<file path="src/rtl/rf_wb_pkg.sv">
// Shared types and defaults for the register-file write-back arbiter.
// Source ids double as the write-data mux select encoding.
package rf_wb_pkg;

  localparam int XLEN = 32;
  localparam int RA_W = 5;

  typedef logic src_t;
  localparam src_t SRC_ALU = 1'b0;
  localparam src_t SRC_LD  = 1'b1;

  typedef struct packed {
    logic            full;
    logic [RA_W-1:0] rd;
    logic [XLEN-1:0] data;
  } slot_t;

endpackage

</file>
<file path="src/rtl/rf_wb_if.sv">
// Producer-side handshakes and register-file write port of the write-back arbiter.
// The master side is the environment (producers + register file); the slave side is the arbiter.
interface rf_wb_if #(
  parameter int XLEN = rf_wb_pkg::XLEN,
  parameter int RA_W = rf_wb_pkg::RA_W
);

  logic            alu_valid;
  logic [RA_W-1:0] alu_rd;
  logic [XLEN-1:0] alu_data;
  logic            alu_ready;
  logic            ld_valid;
  logic [RA_W-1:0] ld_rd;
  logic [XLEN-1:0] ld_data;
  logic            ld_ready;
  logic            rf_we;
  logic [RA_W-1:0] rf_waddr;
  logic            wd_sel;
  logic [XLEN-1:0] wd_data0;
  logic [XLEN-1:0] wd_data1;
  logic            wb_busy;

  modport master (
    output alu_valid, alu_rd, alu_data, ld_valid, ld_rd, ld_data,
    input  alu_ready, ld_ready, rf_we, rf_waddr, wd_sel, wd_data0, wd_data1, wb_busy
  );

  modport slave (
    input  alu_valid, alu_rd, alu_data, ld_valid, ld_rd, ld_data,
    output alu_ready, ld_ready, rf_we, rf_waddr, wd_sel, wd_data0, wd_data1, wb_busy
  );

endinterface

</file>
<file path="src/rtl/wb_slot.sv">
// One-entry write-back buffer for a single producer.
// Requests to x0 are accepted but never stored; a refill on the draining edge wins.
module wb_slot
  import rf_wb_pkg::*;
(
  input  logic            clk,
  input  logic            rst_n,
  input  logic            valid,
  input  logic [RA_W-1:0] rd,
  input  logic [XLEN-1:0] data,
  input  logic            grant,
  output logic            ready,
  output logic            fill,
  output slot_t           slot
);

  // Ready looks only at registered state so it never combinationally follows valid.
  assign ready = !slot.full || grant;
  assign fill  = valid && ready && (rd != '0);

  always_ff @(posedge clk or negedge rst_n) begin
    if (!rst_n) begin
      slot <= '0;
    end else if (fill) begin
      // NOTE: sequential state uses non-blocking assignments so every flop samples pre-edge values.
      slot <= '{full: 1'b1, rd: rd, data: data};
    end else if (grant) begin
      slot.full <= 1'b0;
    end
  end

endmodule

</file>
<file path="src/rtl/rf_wb_arbiter.sv">
// Two-source write-back arbiter: oldest-first grant, round-robin on a same-edge tie,
// registered write enable, address, mux select and mux data inputs.
module rf_wb_arbiter
  import rf_wb_pkg::*;
#(
  parameter int XLEN = rf_wb_pkg::XLEN,
  parameter int RA_W = rf_wb_pkg::RA_W
) (
  input logic    clk,
  input logic    rst_n,
  rf_wb_if.slave bus
);

  slot_t alu_slot, ld_slot;
  logic  alu_fill, ld_fill;
  logic  alu_grant, ld_grant;
  logic  ld_older, age_tie;
  src_t  last_grant, tie_winner;

  logic            rf_we_q, wd_sel_q;
  logic [RA_W-1:0] rf_waddr_q;
  logic [XLEN-1:0] wd_data0_q, wd_data1_q;

  wb_slot u_alu_slot (
    .clk   (clk),
    .rst_n (rst_n),
    .valid (bus.alu_valid),
    .rd    (bus.alu_rd),
    .data  (bus.alu_data),
    .grant (alu_grant),
    .ready (bus.alu_ready),
    .fill  (alu_fill),
    .slot  (alu_slot)
  );

  wb_slot u_ld_slot (
    .clk   (clk),
    .rst_n (rst_n),
    .valid (bus.ld_valid),
    .rd    (bus.ld_rd),
    .data  (bus.ld_data),
    .grant (ld_grant),
    .ready (bus.ld_ready),
    .fill  (ld_fill),
    .slot  (ld_slot)
  );

  always_comb begin
    // NOTE: every combinational output gets a default first so no path can infer a latch.
    alu_grant  = 1'b0;
    ld_grant   = 1'b0;
    tie_winner = ~last_grant;
    if (alu_slot.full && ld_slot.full) begin
      ld_grant  = age_tie ? (tie_winner == SRC_LD) : ld_older;
      alu_grant = !ld_grant;
    end else begin
      alu_grant = alu_slot.full;
      ld_grant  = ld_slot.full;
    end
  end

  // Age is only meaningful while both slots are full; it is refreshed on every fill
  // that lands next to an entry that stays behind.
  always_ff @(posedge clk or negedge rst_n) begin
    if (!rst_n) begin
      ld_older <= 1'b0;
      age_tie  <= 1'b0;
    end else if (alu_fill && ld_fill) begin
      age_tie <= 1'b1;
    end else if (alu_fill && ld_slot.full && !ld_grant) begin
      age_tie  <= 1'b0;
      ld_older <= 1'b1;
    end else if (ld_fill && alu_slot.full && !alu_grant) begin
      age_tie  <= 1'b0;
      ld_older <= 1'b0;
    end
  end

  always_ff @(posedge clk or negedge rst_n) begin
    if (!rst_n) begin
      // NOTE: data registers are reset too, so the mux inputs are defined right after reset.
      rf_we_q    <= 1'b0;
      rf_waddr_q <= '0;
      wd_sel_q   <= SRC_ALU;
      wd_data0_q <= '0;
      wd_data1_q <= '0;
      last_grant <= SRC_LD;
    end else if (alu_grant || ld_grant) begin
      rf_we_q    <= 1'b1;
      rf_waddr_q <= ld_grant ? ld_slot.rd : alu_slot.rd;
      wd_sel_q   <= ld_grant ? SRC_LD : SRC_ALU;
      last_grant <= ld_grant ? SRC_LD : SRC_ALU;
      if (ld_grant) wd_data1_q <= ld_slot.data;
      else          wd_data0_q <= alu_slot.data;
    end else begin
      rf_we_q <= 1'b0;
    end
  end

  assign bus.rf_we    = rf_we_q;
  assign bus.rf_waddr = rf_waddr_q;
  assign bus.wd_sel   = wd_sel_q;
  assign bus.wd_data0 = wd_data0_q;
  assign bus.wd_data1 = wd_data1_q;
  assign bus.wb_busy  = alu_slot.full || ld_slot.full || rf_we_q;

endmodule

</file>
<file path="src/flat_wrapper.sv">
// flat-port wrapper written by rule: the top's interface ports become plain ports
module rf_wb_arbiter_flat import rf_wb_pkg::*;
#(
  parameter int XLEN = rf_wb_pkg::XLEN,
  parameter int RA_W = rf_wb_pkg::RA_W
)
  (clk, rst_n, bus_alu_valid, bus_alu_rd, bus_alu_data, bus_ld_valid, bus_ld_rd, bus_ld_data, bus_alu_ready, bus_ld_ready, bus_rf_we, bus_rf_waddr, bus_wd_sel, bus_wd_data0, bus_wd_data1, bus_wb_busy);
  rf_wb_if #(.XLEN(XLEN), .RA_W(RA_W)) bus_i ();
  input logic clk;
  input logic rst_n;
  input wire logic [$bits(bus_i.alu_valid)-1:0] bus_alu_valid;
  input wire logic [$bits(bus_i.alu_rd)-1:0] bus_alu_rd;
  input wire logic [$bits(bus_i.alu_data)-1:0] bus_alu_data;
  input wire logic [$bits(bus_i.ld_valid)-1:0] bus_ld_valid;
  input wire logic [$bits(bus_i.ld_rd)-1:0] bus_ld_rd;
  input wire logic [$bits(bus_i.ld_data)-1:0] bus_ld_data;
  output wire logic [$bits(bus_i.alu_ready)-1:0] bus_alu_ready;
  output wire logic [$bits(bus_i.ld_ready)-1:0] bus_ld_ready;
  output wire logic [$bits(bus_i.rf_we)-1:0] bus_rf_we;
  output wire logic [$bits(bus_i.rf_waddr)-1:0] bus_rf_waddr;
  output wire logic [$bits(bus_i.wd_sel)-1:0] bus_wd_sel;
  output wire logic [$bits(bus_i.wd_data0)-1:0] bus_wd_data0;
  output wire logic [$bits(bus_i.wd_data1)-1:0] bus_wd_data1;
  output wire logic [$bits(bus_i.wb_busy)-1:0] bus_wb_busy;
  assign bus_i.alu_valid = bus_alu_valid;
  assign bus_i.alu_rd = bus_alu_rd;
  assign bus_i.alu_data = bus_alu_data;
  assign bus_i.ld_valid = bus_ld_valid;
  assign bus_i.ld_rd = bus_ld_rd;
  assign bus_i.ld_data = bus_ld_data;
  assign bus_alu_ready = bus_i.alu_ready;
  assign bus_ld_ready = bus_i.ld_ready;
  assign bus_rf_we = bus_i.rf_we;
  assign bus_rf_waddr = bus_i.rf_waddr;
  assign bus_wd_sel = bus_i.wd_sel;
  assign bus_wd_data0 = bus_i.wd_data0;
  assign bus_wd_data1 = bus_i.wd_data1;
  assign bus_wb_busy = bus_i.wb_busy;
  rf_wb_arbiter #(.XLEN(XLEN), .RA_W(RA_W)) u_core (.clk(clk), .rst_n(rst_n), .bus(bus_i));
endmodule
</file>
<file path="config.mk">
export PLATFORM = sky130hd
export DESIGN_NAME = rf_wb_arbiter_flat
export DESIGN_NICKNAME = d
export VERILOG_FILES = /design/src/rtl/rf_wb_pkg.sv /design/src/rtl/rf_wb_if.sv /design/src/rtl/wb_slot.sv /design/src/rtl/rf_wb_arbiter.sv /design/src/flat_wrapper.sv
export SDC_FILE = /design/constraint.sdc
export NUM_CORES = 1
export LEC_CHECK = 0
export BUFFER_PORTS_ARGS = -buffer_cell sky130_fd_sc_hd__buf_2
export CAP_MARGIN = 20
export CORE_MARGIN = 2
export CORE_UTILIZATION = 53
export DETAILED_ROUTE_END_ITERATION = 8
export PLACE_DENSITY = 0.8
export SETUP_SLACK_MARGIN = 0.5
export SYNTH_ARGS = -nofsm -noshare
export SYNTH_HDL_FRONTEND = slang
export SYNTH_SLANG_ARGS = --single-unit
</file>
<file path="constraint.sdc">
create_clock -name clk -period 2.5 [get_ports clk]
set_input_delay 0.5 -clock clk [delete_from_list [all_inputs] [get_ports clk]]
set_output_delay 0.5 -clock clk [all_outputs]
set_load 0.1 [all_outputs]
</file>
==> results.md <==
- Worst skew pair latency: ~0.42 ns
- Largest delay contributor family on the critical path: flip-flops
- Area delta synth->final: 26.9%
- Top post-synthesis cells by area: dfrtp_1, mux2_2, mux2_4, buf_12, buf_2
- Clock Skew: 0.00560 ns
- Syn Nets: 437
- # diodes: 0
- CTS sink cnt: 150
- First-pass GRT wire length: ~19,000 um
- Io pins: between 150 and 200
- Vias in the first global route: 3,775
- # setup viols final: 0
- Tot GR Track Use: 20.7%
- Clock Pin Slew Worst Setup and Hold Paths: 0.06 ns
- Outcome: finished, final reports clean
- Slew @ Worst Pin: roughly 0.64 ns
- Vias: between 3,000 and 4,000
- I/O Buffers: approximately 150
- Final worst path period share: about 85%
- Startpoint types: flip-flop
- Finished Layout Cells: between 600 and 700
- Asr flop ratio synth: 100%
- Post-route minimum period: 2.12 ns
- Post-synth top area share: ~62%
- Number of buffers created by CTS: 17
- Longest Clk Path Bufs: 2
- Synth warn: 0
- RePlAce Congestion: 0.825
- Worst EP required: 2.00 ns
- H-tree levels: 4
- RSZ-0062 raised after global routing: yes
- Post-synthesis cell type count: 27
- CP max stage cell: dfrtp_1
- FP Rows: 38
- Share of cells above drive strength 1: between 60% and 70%
- CTS tree: done
- Crit path capture type: output port
- Largest net degree at the start of global routing: 68
- Grt ovf: 0
- Routed Wire Length: 12,400 um
- Arr. time, crit path: 1.62 ns
- Worst setup path category: flip-flop to output port
- Count of final hold-check violations: 0
- Final net count: slightly above 600
- Placed cell count: 640
- Max Cap Viol: 0
- Most common cell in the synthesized netlist: dfrtp_1
- Most used DFF post-synth: dfrtp_1
- Initial DRT Pass Iterations: 4
- Synthesized instance count: 359
- Post-DP HPWL: 8040 um
- Worst Hold Class: input port to async pin
- Buffers & Inverters on Critical Path: 2
- Syn Area/Cell: 16.7 sq um
- Setup_tns: 0 ns
- Max-slew violations: 0
- Starting Density: 54.7%
- Critical path's largest stage delay: about 0.43 ns
- Crit path max fanout: 4
- Final antenna-violating net count: 0
- Clock root cell: clkbuf_16
- # DRC: 0
- Synth area leader: dfrtp_1
- Die area: 12,200 sq um
- Routed vias/inst: 5.23
- Initial antenna violation count: 0
- Sequential fraction of the synthesis area: 62.7%
- Chip width: 110 um
- Crit path cell chain: and2_4 -> o211ai_1 -> buf_4 -> buf_12
- Fmax: 0.472 GHz
- Register bit count reported by yosys: 150
- Routed wire per std cell: 18.1 um
- Die span in y: 110 um
- Commonest cells post-synth: dfrtp_1, mux2_2, mux2_4, buf_2
- Core area: ~11,000 sq um
- Number of synthesized flops with an enable pin: 0
- Initial DRC count: between 150 and 200
- Max_slew headroom: 57.6%
- Mapped cell area: 5990 sq um
[logic make-up (layout without fill, tap and decap cells)]
kind of cell    count (synthesis)  after routing  synth area share [%]
flops                         150            150                  62.7
compound gates                 22             22                  2.30
buf+inv                        25            209                  3.47
simple gates                   25             25                  2.22
mux                           137            137                  29.3
[cell type report]
class / instances / area, sq um
tap: 140 / 175
clock buffer: 23 / 488
timing repair buffer: 170 / 1010
sequential: 150 / 3760
multi-input combinational: 184 / 2050
inverter: 7 / 26.3
clock inverter: 9 / 98.8
fill: 763 / 3340
[state kept, by name, indices dropped and copies added, names as in the netlist]
register / cells
u_core.last_grant: 1
u_core.bus.rf_we: 1
u_core.bus.wd_sel: 1
u_core.age_tie: 1
u_core.bus.rf_waddr: 5
u_core.bus.wd_data0: 32
u_core.u_alu_slot.slot: 38
u_core.ld_older: 1
u_core.u_ld_slot.slot: 38
u_core.bus.wd_data1: 32
[metrics by stage]
| step | hold WS (ns) | area [sq um] | util, % | setup slack (ns) |
|---|---|---|---|---|
| floorplan | 0.204 | 6000 | - | -0.670 |
| global placement | 0.482 | 6870 | 62.8 | 0.272 |
| detailed placement | 0.490 | 6870 | 62.8 | 0.238 |
| CTS | 0.0998 | 7520 | 68.8 | 0.351 |
| global route | 0.122 | 7600 | 69.5 | 0.276 |
| finish | 0.0744 | 7600 | 69.5 | 0.383 |
[worst reg2reg max path, delay by kind of cell (launching register included)]
kind / cells / cell delay [ns]
flip-flops: 1 / 0.43
multiplexers: 1 / 0.36
buffers and inverters: 2 / 0.43
AND/OR/NAND/NOR: 3 / 0.71
[final timing paths]
| kind | from | to | slack [ns] | depth (start not counted) |
|---|---|---|---|---|
| min | rst_n | u_core.u_ld_slot.slot[9] | 0.07 | 1 |
| max reg2reg | u_core.age_tie | u_core.u_alu_slot.slot[3] | 0.45 | 6 |
| min reg2reg | u_core.bus.wd_data1[18] | u_core.bus.wd_data1[18] | 0.50 | 1 |
| min in group clk | bus_ld_data[29] | u_core.u_ld_slot.slot[29] | 0.31 | 2 |
| max in group asynchronous | rst_n | u_core.last_grant | 1.69 | 2 |
| max | u_core.age_tie | bus_ld_ready | 0.38 | 4 |
[routing by layer]
metal | global-route usage [%] | part of all wire [%]
met1 | 25.1 | 42
met2 | 33.3 | 49
met3 | 8.52 | 7.7
met4 | 7.50 | 1.3
met5 | 0 | 0
[timing repair]
| item | 4_1_cts | 5_1_grt |
|---|---|---|
| buffers inserted | 5 | 5 |
| hold buffers | 0 | 0 |
| gates resized for setup | 9 | 4 |
| pin swaps | 0 | 2 |
| cloned | 0 | 1 |
| endpoints found under the setup margin | 26 | 10 |
[layout by cell type, fill, tap and decap left out, drive strengths merged]
master and n:
a21oi 5, o211ai 1, nor2 7, o221a 1, dfrtp 149, or4 2, buf 168, a221oi 1
o21ai 9, inv 7, clkinv 7, nand4b 1, or3 1, o22ai 4, clkbuf 25, dfstp 1
nor2b 2, and2 3, or2 1, nand3b 1, mux2 137, bufinv 2, o21bai 1, nand3 4
nand2 3
Power is left out: the tool's default activity adds up to more than one toggle a clock period on the data nets, which glitch-free logic cannot reach.
